$ cat src/rtl/tap_controller_if.sv
// tap_controller_if: JTAG pins plus boundary-scan cell controls for tap_controller
interface tap_controller_if;
    logic TMS;
    logic TDI;
    logic TDO;
    logic TDO_en;
    logic bsr_si;
    logic bsr_so;
    logic ShiftDR;
    logic ClockDR;
    logic UpdateDR;
    logic Mode;
    modport slave (
        input  TMS, TDI, bsr_so,
        output TDO, TDO_en, bsr_si, ShiftDR, ClockDR, UpdateDR, Mode
    );
    modport master (
        output TMS, TDI, bsr_so,
        input  TDO, TDO_en, bsr_si, ShiftDR, ClockDR, UpdateDR, Mode
    );
endinterface

$ cat src/rtl/tap_controller.sv
// tap_controller: IEEE 1149.1 TAP with IR, bypass, optional ID register (TAP_IDCODE_EN) and BSR control
module tap_controller #(
    parameter int          IR_WIDTH     = 4,
    parameter logic [31:0] IDCODE_VALUE = 32'h1000_0001
) (
    input logic             TCK,
    input logic             TRST_n,
    tap_controller_if.slave tap
);
    typedef enum logic [3:0] {
        TLR, RTI, SEL_DR, CAP_DR, SH_DR, EX1_DR, PAU_DR, EX2_DR,
        UPD_DR, SEL_IR, CAP_IR, SH_IR, EX1_IR, PAU_IR, EX2_IR, UPD_IR
    } state_t;

    localparam logic [IR_WIDTH-1:0] IR_EXTEST = '0;
    localparam logic [IR_WIDTH-1:0] IR_SAMPLE = IR_WIDTH'(1);
    localparam logic [IR_WIDTH-1:0] IR_BYPASS = '1;
`ifdef TAP_IDCODE_EN
    localparam logic [IR_WIDTH-1:0] IR_IDCODE = IR_WIDTH'(2);
    localparam logic [IR_WIDTH-1:0] IR_RESET  = IR_IDCODE;
`else
    localparam logic [IR_WIDTH-1:0] IR_RESET  = IR_BYPASS;
`endif

    state_t              r_state;
    logic [IR_WIDTH-1:0] r_ir_sh;
    logic [IR_WIDTH-1:0] r_ir;
    logic                r_byp;
    logic                r_tdo;
    logic                r_tdo_en;
    logic                r_cdr_en;
    logic                w_sel_bsr;
    logic                w_sh_dr;
    logic                w_sh_ir;
    logic                w_dr_out;

    assign w_sel_bsr = (r_ir == IR_EXTEST) || (r_ir == IR_SAMPLE);
    assign w_sh_dr   = (r_state == SH_DR);
    assign w_sh_ir   = (r_state == SH_IR);

`ifdef TAP_IDCODE_EN
    logic [31:0] r_id;
    logic        w_sel_id;
    assign w_sel_id = (r_ir == IR_IDCODE);
    assign w_dr_out = w_sel_bsr ? tap.bsr_so : w_sel_id ? r_id[0] : r_byp;
    // ID register: capture the device word, then shift it out LSB-first filling from TDI
    always_ff @(posedge TCK or negedge TRST_n) begin
        if (!TRST_n) r_id <= '0;
        else if (w_sel_id && r_state == CAP_DR) r_id <= IDCODE_VALUE;
        else if (w_sel_id && w_sh_dr) r_id <= {tap.TDI, r_id[31:1]};
    end
`else
    logic w_unused_idcode;
    assign w_unused_idcode = ^IDCODE_VALUE;
    assign w_dr_out = w_sel_bsr ? tap.bsr_so : r_byp;
`endif

    // TAP state machine, advanced by TMS on the rising edge
    always_ff @(posedge TCK or negedge TRST_n) begin
        if (!TRST_n) r_state <= TLR;
        else begin
            case (r_state)
                TLR:     r_state <= tap.TMS ? TLR    : RTI;
                RTI:     r_state <= tap.TMS ? SEL_DR : RTI;
                SEL_DR:  r_state <= tap.TMS ? SEL_IR : CAP_DR;
                CAP_DR:  r_state <= tap.TMS ? EX1_DR : SH_DR;
                SH_DR:   r_state <= tap.TMS ? EX1_DR : SH_DR;
                EX1_DR:  r_state <= tap.TMS ? UPD_DR : PAU_DR;
                PAU_DR:  r_state <= tap.TMS ? EX2_DR : PAU_DR;
                EX2_DR:  r_state <= tap.TMS ? UPD_DR : SH_DR;
                UPD_DR:  r_state <= tap.TMS ? SEL_DR : RTI;
                SEL_IR:  r_state <= tap.TMS ? TLR    : CAP_IR;
                CAP_IR:  r_state <= tap.TMS ? EX1_IR : SH_IR;
                SH_IR:   r_state <= tap.TMS ? EX1_IR : SH_IR;
                EX1_IR:  r_state <= tap.TMS ? UPD_IR : PAU_IR;
                PAU_IR:  r_state <= tap.TMS ? EX2_IR : PAU_IR;
                EX2_IR:  r_state <= tap.TMS ? UPD_IR : SH_IR;
                UPD_IR:  r_state <= tap.TMS ? SEL_DR : RTI;
                default: r_state <= TLR;
            endcase
        end
    end

    // IR shift stage and bypass bit: capture fixed values, shift in from TDI
    always_ff @(posedge TCK or negedge TRST_n) begin
        if (!TRST_n) begin
            r_ir_sh <= '0;
            r_byp   <= 1'b0;
        end else begin
            r_ir_sh <= (r_state == CAP_IR) ? IR_WIDTH'(1) : w_sh_ir ? {tap.TDI, r_ir_sh[IR_WIDTH-1:1]} : r_ir_sh;
            r_byp   <= (r_state == CAP_DR) ? 1'b0 : w_sh_dr ? tap.TDI : r_byp;
        end
    end

    // Falling-edge side: IR hold update, TDO launch and ClockDR enable (stable through TCK high)
    always_ff @(negedge TCK or negedge TRST_n) begin
        if (!TRST_n) begin
            r_ir     <= IR_RESET;
            r_tdo    <= 1'b0;
            r_tdo_en <= 1'b0;
            r_cdr_en <= 1'b0;
        end else begin
            r_ir     <= (r_state == TLR) ? IR_RESET : (r_state == UPD_IR) ? r_ir_sh : r_ir;
            r_tdo    <= w_sh_ir ? r_ir_sh[0] : w_sh_dr ? w_dr_out : 1'b0;
            r_tdo_en <= w_sh_ir || w_sh_dr;
            r_cdr_en <= w_sel_bsr && (r_state == CAP_DR || w_sh_dr);
        end
    end

    assign tap.TDO      = r_tdo;
    assign tap.TDO_en   = r_tdo_en;
    assign tap.bsr_si   = tap.TDI;
    assign tap.ShiftDR  = w_sh_dr && w_sel_bsr;
    assign tap.ClockDR  = TCK && r_cdr_en;
    assign tap.UpdateDR = !TCK && (r_state == UPD_DR) && w_sel_bsr;
    assign tap.Mode     = (r_ir == IR_EXTEST);
endmodule

$ cat src/flat_wrapper.sv
// flat-port wrapper written by rule: the top's interface ports become plain ports
module tap_controller_flat 
#(
    parameter int          IR_WIDTH     = 4,
    parameter logic [31:0] IDCODE_VALUE = 32'h1000_0001
)
  (TCK, TRST_n, tap_TMS, tap_TDI, tap_bsr_so, tap_TDO, tap_TDO_en, tap_bsr_si, tap_ShiftDR, tap_ClockDR, tap_UpdateDR, tap_Mode);
  tap_controller_if tap_i ();
  input logic TCK;
  input logic TRST_n;
  input wire logic [$bits(tap_i.TMS)-1:0] tap_TMS;
  input wire logic [$bits(tap_i.TDI)-1:0] tap_TDI;
  input wire logic [$bits(tap_i.bsr_so)-1:0] tap_bsr_so;
  output wire logic [$bits(tap_i.TDO)-1:0] tap_TDO;
  output wire logic [$bits(tap_i.TDO_en)-1:0] tap_TDO_en;
  output wire logic [$bits(tap_i.bsr_si)-1:0] tap_bsr_si;
  output wire logic [$bits(tap_i.ShiftDR)-1:0] tap_ShiftDR;
  output wire logic [$bits(tap_i.ClockDR)-1:0] tap_ClockDR;
  output wire logic [$bits(tap_i.UpdateDR)-1:0] tap_UpdateDR;
  output wire logic [$bits(tap_i.Mode)-1:0] tap_Mode;
  assign tap_i.TMS = tap_TMS;
  assign tap_i.TDI = tap_TDI;
  assign tap_i.bsr_so = tap_bsr_so;
  assign tap_TDO = tap_i.TDO;
  assign tap_TDO_en = tap_i.TDO_en;
  assign tap_bsr_si = tap_i.bsr_si;
  assign tap_ShiftDR = tap_i.ShiftDR;
  assign tap_ClockDR = tap_i.ClockDR;
  assign tap_UpdateDR = tap_i.UpdateDR;
  assign tap_Mode = tap_i.Mode;
  tap_controller #(.IR_WIDTH(IR_WIDTH), .IDCODE_VALUE(IDCODE_VALUE)) u_core (.TCK(TCK), .TRST_n(TRST_n), .tap(tap_i));
endmodule
$ cat config.mk
export PLATFORM = sky130hd
export DESIGN_NAME = tap_controller_flat
export DESIGN_NICKNAME = d
export VERILOG_FILES = /design/src/rtl/tap_controller_if.sv /design/src/rtl/tap_controller.sv /design/src/flat_wrapper.sv
export SDC_FILE = /design/constraint.sdc
export NUM_CORES = 1
export LEC_CHECK = 0
export CAP_MARGIN = 25
export CORE_UTILIZATION = 52
export DETAILED_ROUTE_END_ITERATION = 8
export PLACE_DENSITY = 0.76
export SETUP_SLACK_MARGIN = 0.2
export SLEW_MARGIN = 20
export SYNTH_ARGS = -nofsm -noshare
export SYNTH_HDL_FRONTEND = slang
export SYNTH_SLANG_ARGS = --single-unit
$ cat constraint.sdc
create_clock -name TCK -period 1.5 [get_ports TCK]
set_input_delay 0.3 -clock TCK [delete_from_list [all_inputs] [get_ports TCK]]
set_output_delay 0.3 -clock TCK [all_outputs]
set_load 0.01 [all_outputs]
==> run_results.csv, run 1 <==
group,metric,value,unit
run_status,outcome,"stopped before the end",
run_status,lastStage,"5_1_grt",
run_status,tool.error,"[ERROR DPL-0038] Utilization greater than 100%, impossible to legalize",
logic_synthesis,netlist_area,910,um2
logic_synthesis,synth_top_area_share,0.248,
floorplan,start_util,0.577,
placement,io_buffers,11,
logic_synthesis,synth_mux_area_frac,0.0110,
logic_synthesis,synthTopCellsByArea,"dfrtp_1, dfstp_2, dfrtn_1",
logic_synthesis,synth_top_family_by_area,"simple AND/OR/NAND/NOR gates",
floorplan,die-height,43.8,um
logic_synthesis,synth-simple-area-share,0.241,
logic_synthesis,synth_area_per_cell,8.92,um2
logic_synthesis,ys_ff_latch,16,
logic_synthesis,synth_fp_nets,107,
logic_synthesis,synth_compound_area_frac,0.210,
global_route,grt_max_degree,13,
logic_synthesis,synth_seq_area_share,0.446,
logic_synthesis,syn_inst,102,
floorplan,fp.dieW,43.8,um
floorplan,fp-row-count,14,
timing,worstEndpointType,"output port",
timing,worst_endpoint,"tap_UpdateDR",
placement,hpwl,1490,um
placement,post-place-cells,145,
logic_synthesis,yosysTopAreaCell,"dfrtp_1",
logic_synthesis,yosysUniqueCellTypes,36,
logic_synthesis,synth_xor_xnor_area_share,0.00963,
logic_synthesis,yosysWarnings,0,
logic_synthesis,synth_adder_area_share,0,
placement,globalplace.congestion,0.798,
floorplan,ios,12,
placement,place_area,1250,um2
-- cells by family after synthesis --
| kind of cell | count (synthesis) |
|---|---|
| AOI/OAI and AO/OA | 30 |
| xor gates and xnor gates | 1 |
| buffers and inverters | 14 |
| muxes | 1 |
| and+or+nand+nor | 40 |
| DFF | 16 |
-- Yosys cell counts --
| cell | number |
|---|---|
| and4_1 | 1 |
| nand3b_1 | 2 |
| o21ai_0 | 10 |
| buf_2 | 6 |
| o211ai_1 | 2 |
| nor3_1 | 3 |
| dfstp_2 | 4 |
| a211oi_1 | 3 |
| dfrtp_1 | 9 |
| a21oi_1 | 5 |
| buf_6 | 1 |
| and2_1 | 1 |
| nand2_1 | 9 |
| nor2_1 | 9 |
| inv_1 | 3 |
| or4b_4 | 1 |
| and3_1 | 2 |
| mux2i_1 | 1 |
| clkbuf_1 | 2 |
| buf_4 | 2 |
| dfrtn_1 | 3 |
| o311a_1 | 1 |
| xnor2_1 | 1 |
| or3_1 | 1 |
| nand3_1 | 3 |
| a21o_1 | 1 |
| a2bb2oi_1 | 1 |
| o22ai_1 | 2 |
| a2111oi_0 | 1 |
| o2bb2ai_1 | 1 |
| and3b_1 | 2 |
| a22oi_1 | 3 |
| nand2b_1 | 2 |
| or3b_2 | 1 |
| nor2b_1 | 2 |
| nor3b_1 | 1 |
-- what timing repair did --
action / in CTS
pin swaps: 7
endpoints found under the setup margin: 25
setup buffers: 9
hold buffers: 0
gates resized for setup: 38
-- metrics by stage --
step                setup slack, ns  TNS (ns)
global placement              -1.09     -7.52
floorplan                    -0.603     -3.79
CTS                           -1.06     -7.06
detailed placement            -1.09     -7.72
==> run 2: changes to the inputs <==
--- a/config.mk
+++ b/config.mk
@@ -6,10 +6,10 @@
 export NUM_CORES = 1
 export LEC_CHECK = 0
 export CAP_MARGIN = 25
-export CORE_UTILIZATION = 52
+export CORE_AREA = 2 2 63 65
 export DETAILED_ROUTE_END_ITERATION = 8
-export PLACE_DENSITY = 0.76
-export SETUP_SLACK_MARGIN = 0.2
+export DIE_AREA = 0 0 65 67
+export PLACE_DENSITY_LB_ADDON = 0.15
 export SLEW_MARGIN = 20
 export SYNTH_ARGS = -nofsm -noshare
 export SYNTH_HDL_FRONTEND = slang
==> run 2 against run 1 <==
The flow now finishes, with violations (setup timing). Synthesized cell count unchanged. Synthesized area stayed put.
==> run_results.csv, run 2 <==
group,metric,value,unit
placement,globalplace.congestion,0.704,
setup_path,crit_family,"simple AND/OR/NAND/NOR gates",
timing,fin_ws,-1.08,ns
clock_tree,cts_tree,"yes",
setup_path,r2r_cells,4,
setup_path,worstSetupPathType,"reg2out",
global_route,grt_overflow,0,
setup_path,critPathBufInv,1,
setup_path,cp.arrival,2.28,ns
floorplan,fp.dieW,65,um
setup_path,worstSetupStartpointType,"flop",
routing,drt.antenna.violating_nets,0,
logic_synthesis,yosysWarnings,0,
pwr,leakage,0.751,nW
placement,hpwl,1740,um
cells_and_area,final_common_cell,"buf_4",
clock_tree,clk_latency,0.44,ns
setup_path,worst_ep_required_time,1.20,ns
routing,drt-total-wl,2640,um
cells_and_area,area_delta_synth_final,80.6,%
floorplan,fp-row-count,22,
setup_path,cp.depth,3,
logic_synthesis,synth_top_area_share,0.248,
routing,drc_errors,0,
logic_synthesis,synth_area_per_cell,8.92,um2
logic_synthesis,synth_fp_nets,107,
floorplan,placeableCoreArea,3610,um2
global_route,antenna_found_initial,0,
routing,avgRoutedWirePerCell,12.9,um
clock_tree,path_clk_slew,0.07,ns
routing,dr.pass1.iters,4,
timing,slew_viol_final,0,
run_status,outcome,"finished, violations left",
global_route,grt_pass1_vias,981,
global_route,grt_max_degree,10,
logic_synthesis,synthTopCellsByArea,"dfrtp_1, dfstp_2, dfrtn_1",
hold_path,holdCritPathClass,"in2async",
logic_synthesis,yosysUniqueCellTypes,36,
setup_path,crit_chain,"or3_4 -> nor3_4 -> buf_2",
cells_and_area,nets,162,
setup_path,slowest_stage,"or3_4",
global_route,grt_pass1_wl,4630,um
logic_synthesis,post-synth-top-count-cell,"o21ai_0",
cells_and_area,reg_top3,"u_core.r_ir x4, u_core.r_ir_sh x4, u_core.r_state x4",
floorplan,die-height,67,um
cells_and_area,multiInputGateArea,574,um2
floorplan,dieArea,4360,um2
pwr,ir_drop,0.513,mV
cells_and_area,fillers,350,
floorplan,ios,12,
cells_and_area,drive_above_1_share,0.561,
timing,slew_headroom,0.788,
logic_synthesis,synth_seq_area_share,0.446,
cells_and_area,layout_common_cells,"buf_4, nand2_1, buf_6",
placement,place_ws,-1.11,ns
routing,num_vias,943,
timing,worstMarginPinSlew,0.317,ns
timing,rsz0062_at_grt,"yes",
cells_and_area,diodes,0,
logic_synthesis,ys_ff_latch,16,
routing,drtIter0Drc,29,
global_route,grt_use_total,0.149,
flow_run,maxCapViolations,0,
placement,io_buffers,11,
logic_synthesis,synth_enable_flop_cells,0,
setup_path,path_max_fanout,4,
logic_synthesis,synthArstFlopShare,1.00,
timing,skew,0.0798,ns
logic_synthesis,netlist_area,910,um2
logic_synthesis,syn_inst,102,
routing,routed_via_density,4.60,
timing,setup_viol,16,
setup_path,end_kind,"output pin",
logic_synthesis,ys_dominant_reg_cell,"dfrtp_1",
logic_synthesis,yosysTopAreaCell,"dfrtp_1",
cells_and_area,seq_area,408,um2
logic_synthesis,synthTopCellsByCount,"o21ai_0, dfrtp_1, nand2_1, nor2_1, buf_2",
pwr,p_per_area,2180,nW/um2
timing,finalSetupTns,-6.51,ns
setup_path,critPathMaxStageDelay,0.41,ns
timing,hold_violations,0,
floorplan,start_util,0.252,
run_status,violations,"setup timing",
## run 2: cell counts after synthesis
Identical to the previous run, type by type.
## run 2: cell families after synthesis
| group | share of synthesized area |
|---|---|
| AOI/OAI and AO/OA | 0.210 |
| DFF | 0.446 |
| xor gates and xnor gates | 0.00963 |
| muxes | 0.0110 |
| and+or+nand+nor | 0.241 |
| buffers and inverters | 0.0825 |
## run 2: worst paths after layout
| check | start | slack (ns) | endpoint |
|---|---|---|---|
| max in group asynchronous | TRST_n | 0.37 | u_core.tap.TDO_en |
| max | u_core.r_ir[3] | -1.08 | tap_UpdateDR |
| min reg2reg | u_core.r_ir_sh[2] | 0.52 | u_core.r_ir_sh[2] |
| min | TRST_n | 0.39 | u_core.r_byp |
| min in group TCK | u_core.r_ir_sh[2] | 0.52 | u_core.r_ir_sh[2] |
| max reg2reg | u_core.r_state[2] | -0.32 | u_core.r_ir[2] |
## run 2: through the flow
step	area, um2	instances	total power [mW]	hold WS [ns]	utilization
after detailed placement	1300	178	2.18	0.507	0.360
after CTS	1570	201	3.42	0.399	0.435
after global routing	1640	205	3.83	0.423	0.456
after floorplan	1010	102	1.75	0.00441	-
final	1640	205	3.57	0.388	0.456
after global placement	1300	178	2.16	0.495	0.360
## run 2: per-layer routing
layer | routed length (um) | global-route usage | up-vias
li1 | - | - | 471
met1 | 1200 | 0.172 | 441
met2 | 1230 | 0.218 | 23
met3 | 131 | 0.0473 | 8
met4 | 76 | 0.136 | 0
met5 | 0 | 0 | -
## run 2: layout make-up
type,instances,area share
clock buffer,9,0.0685
clock inverter,6,0.0305
inverter,2,0.00457
multi-input combinational,72,0.350
sequential,16,0.248
tap,48,0.0366
timing repair buffer,52,0.262
## run 2: worst min-delay path: cells and delay by family
| family | cells | cell delay [ns] |
|---|---|---|
| buffers and inverters | 3 | 0.78 |
## run 2: repair_timing
| item | in CTS | in global routing |
|---|---|---|
| hold buffers | 0 | 0 |
| cloned | 2 | 0 |
| resized for setup | 45 | 13 |
| endpoints found under the setup margin | 19 | 18 |
| setup buffers | 10 | 5 |
| pin swaps | 6 | 5 |
## run 2: power breakdown
part / switching (mW) / internal [mW]
clock network: 0.281 / 0.607
registers: 0.130 / 0.640
logic: 0.878 / 1.04
No activity file was read; power rests on OpenSTA's default activity.
==> run 3: changes to the inputs <==
--- a/config.mk
+++ b/config.mk
@@ -5,6 +5,7 @@
 export SDC_FILE = /design/constraint.sdc
 export NUM_CORES = 1
 export LEC_CHECK = 0
+export ABC_AREA = 1
 export CAP_MARGIN = 25
 export CORE_AREA = 2 2 63 65
 export DETAILED_ROUTE_END_ITERATION = 8
==> run 3 against run 2 <==
Worst setup slack better by 0.23 ns. Register-to-register slack better by 0.04 ns. Critical path depth grew 1. Sequential power shrank 1%. Clock power up 0.7%. The run still ends with setup timing left. Largest power group unchanged. Highest routed layer unchanged.
==> run_results.csv, run 3 <==
group,metric,value,unit
run_status,outcome,"finished, violations left",
run_status,violations,"setup timing",
global_route,grt_max_degree,10,
placement,place_area,1310,um2
cells_and_area,area_delta_synth_final,75.9,%
logic_synthesis,synth_seq_area_share,0.457,
logic_synthesis,synth_top_area_share,0.254,
timing,hold_violations,0,
cells_and_area,fillers,350,
timing,slew_viol_final,0,
global_route,grt_pass1_wl,4240,um
floorplan,die-height,67,um
cells_and_area,nets,179,
global_route,grt_use_total,0.137,
routing,drt-total-wl,2560,um
floorplan,ios,12,
logic_synthesis,netlist_area,887,um2
cells_and_area,diodes,0,
pwr,leakage,0.828,nW
timing,fin_ws,-0.849,ns
cells_and_area,final_common_cell,"buf_4",
timing,rsz0062_at_grt,"yes",
placement,place_ws,-0.814,ns
cells_and_area,multiInputGateArea,489,um2
logic_synthesis,synthTopCellsByArea,"dfrtp_1, dfstp_2, nand2_1",
timing,finalSetupTns,-5.60,ns
pwr,ir_drop,0.792,mV
setup_path,crit_end,"tap_UpdateDR",
setup_path,path_max_fanout,4,
setup_path,worstSetupPathType,"reg2out",
setup_path,r2r-end,"u_core.r_ir[3]",
flow_run,maxCapViolations,0,
logic_synthesis,post-synth-top-count-cell,"nand2_1",
setup_path,worst_ep_required_time,1.20,ns
routing,drt.antenna.violating_nets,0,
timing,skew,0.0795,ns
routing,drtIter0Drc,32,
cells_and_area,design_area,1560,um2
global_route,grt_overflow,0,
setup_path,rrSetupSlack,-0.28,ns
floorplan,start_util,0.246,
routing,routed_via_density,4.38,
routing,drc_errors,0,
setup_path,crit_start,"u_core.r_ir[3]",
setup_path,reg2reg_from,"u_core.r_state[3]",
logic_synthesis,syn_inst,115,
global_route,grt_pass1_vias,958,
setup_path,worstSetupStartpointType,"flop",
floorplan,fp.dieW,65,um
floorplan,placeableCoreArea,3610,um2
cells_and_area,layout_common_cells,"buf_4, nand2_1, inv_1",
routing,num_vias,972,
cells_and_area,fin_util,0.433,
cells_and_area,stdcell_count,222,
hold_path,holdCritPathClass,"in2async",
cells_and_area,reg_top3,"u_core.r_ir x4, u_core.r_ir_sh x4, u_core.r_state x4",
setup_path,cp.arrival,2.05,ns
logic_synthesis,synthTopCellsByCount,"nand2_1, inv_1, dfrtp_1, nand3_1, nor2_1",
clock_tree,path_clk_slew,0.06,ns
routing,dr.pass1.iters,5,
pwr,p_per_area,2090,nW/um2
logic_synthesis,synth_area_per_cell,7.71,um2
routing,avgRoutedWirePerCell,11.5,um
clock_tree,cts_tree,"yes",
logic_synthesis,synthArstFlopShare,1.00,
timing,whs,0.384,ns
placement,io_buffers,11,
timing,setup_viol,16,
cells_and_area,seq_area,408,um2
logic_synthesis,yosysWarnings,0,
floorplan,fp-row-count,22,
setup_path,end_kind,"output pin",
placement,hpwl,1790,um
logic_synthesis,yosysTopAreaCell,"dfrtp_1",
placement,post-place-cells,198,
logic_synthesis,synth_enable_flop_cells,0,
cells_and_area,drive_above_1_share,0.494,
logic_synthesis,yosysUniqueCellTypes,24,
setup_path,r2r_cells,6,
logic_synthesis,synth_fp_nets,120,
clock_tree,clk_latency,0.43,ns
global_route,antenna_found_initial,0,
logic_synthesis,ys_ff_latch,16,
timing,slew_headroom,0.839,
pwr,totalPowerFinal,3.26,mW
floorplan,dieArea,4360,um2
timing,worstMarginPinSlew,0.241,ns
logic_synthesis,ys_dominant_reg_cell,"dfrtp_1",
placement,globalplace.congestion,0.843,
[run 3: routing by layer]
metal  GRT usage  up-vias  part of all wire
li1            -      490                 -
met1       0.154      448              0.44
met2       0.204       27              0.48
met3      0.0591        7             0.049
met4       0.101        0             0.021
met5           0        -                 0
[run 3: power breakdown]
group / total (mW) / internal (mW) / switching [mW]
combinational: 1.61 / 0.750 / 0.856
clock: 0.895 / 0.625 / 0.270
sequential: 0.762 / 0.647 / 0.115
[run 3: worst max-delay path: stages (launching register included)]
cell and delay (ns):
dfstp_2 0.35, inv_2 0.07, nand3_4 0.11, nor3_4 0.18, buf_2 0.15
[run 3: what timing repair did]
| item | 4_1_cts | 5_1_grt |
|---|---|---|
| resized for setup | 35 | 5 |
| hold buffers | 0 | 0 |
| pin swaps | 7 | 6 |
| setup buffers | 10 | 2 |
| endpoints found under the setup margin | 17 | 16 |
[run 3: worst min path at each step]
| stage | end | slack (ns) |
|---|---|---|
| global placement | u_core.r_ir[1] | 0.49 |
| detailed placement | u_core.r_ir[1] | 0.49 |
| global route | u_core.r_state[3] | 0.43 |
| finish | u_core.r_state[3] | 0.38 |
| floorplan | u_core.r_byp | 0.004 |
| CTS | u_core.r_state[3] | 0.40 |
[run 3: logic make-up after synthesis]
logic type	count (synthesis)	share of synthesized area
AO/OA/AOI/OAI	21	0.135
buffers and inverters	20	0.0903
flip-flops	16	0.457
AND/OR/NAND/NOR	58	0.317
[run 3: layout make-up]
type / count / share of cell area
multi-input cells: 79 / 0.314
inverters: 17 / 0.0441
clock inverters: 6 / 0.0313
repair buffers: 46 / 0.237
clock buffers: 10 / 0.0746
flip-flops and latches: 16 / 0.261
well taps: 48 / 0.0385
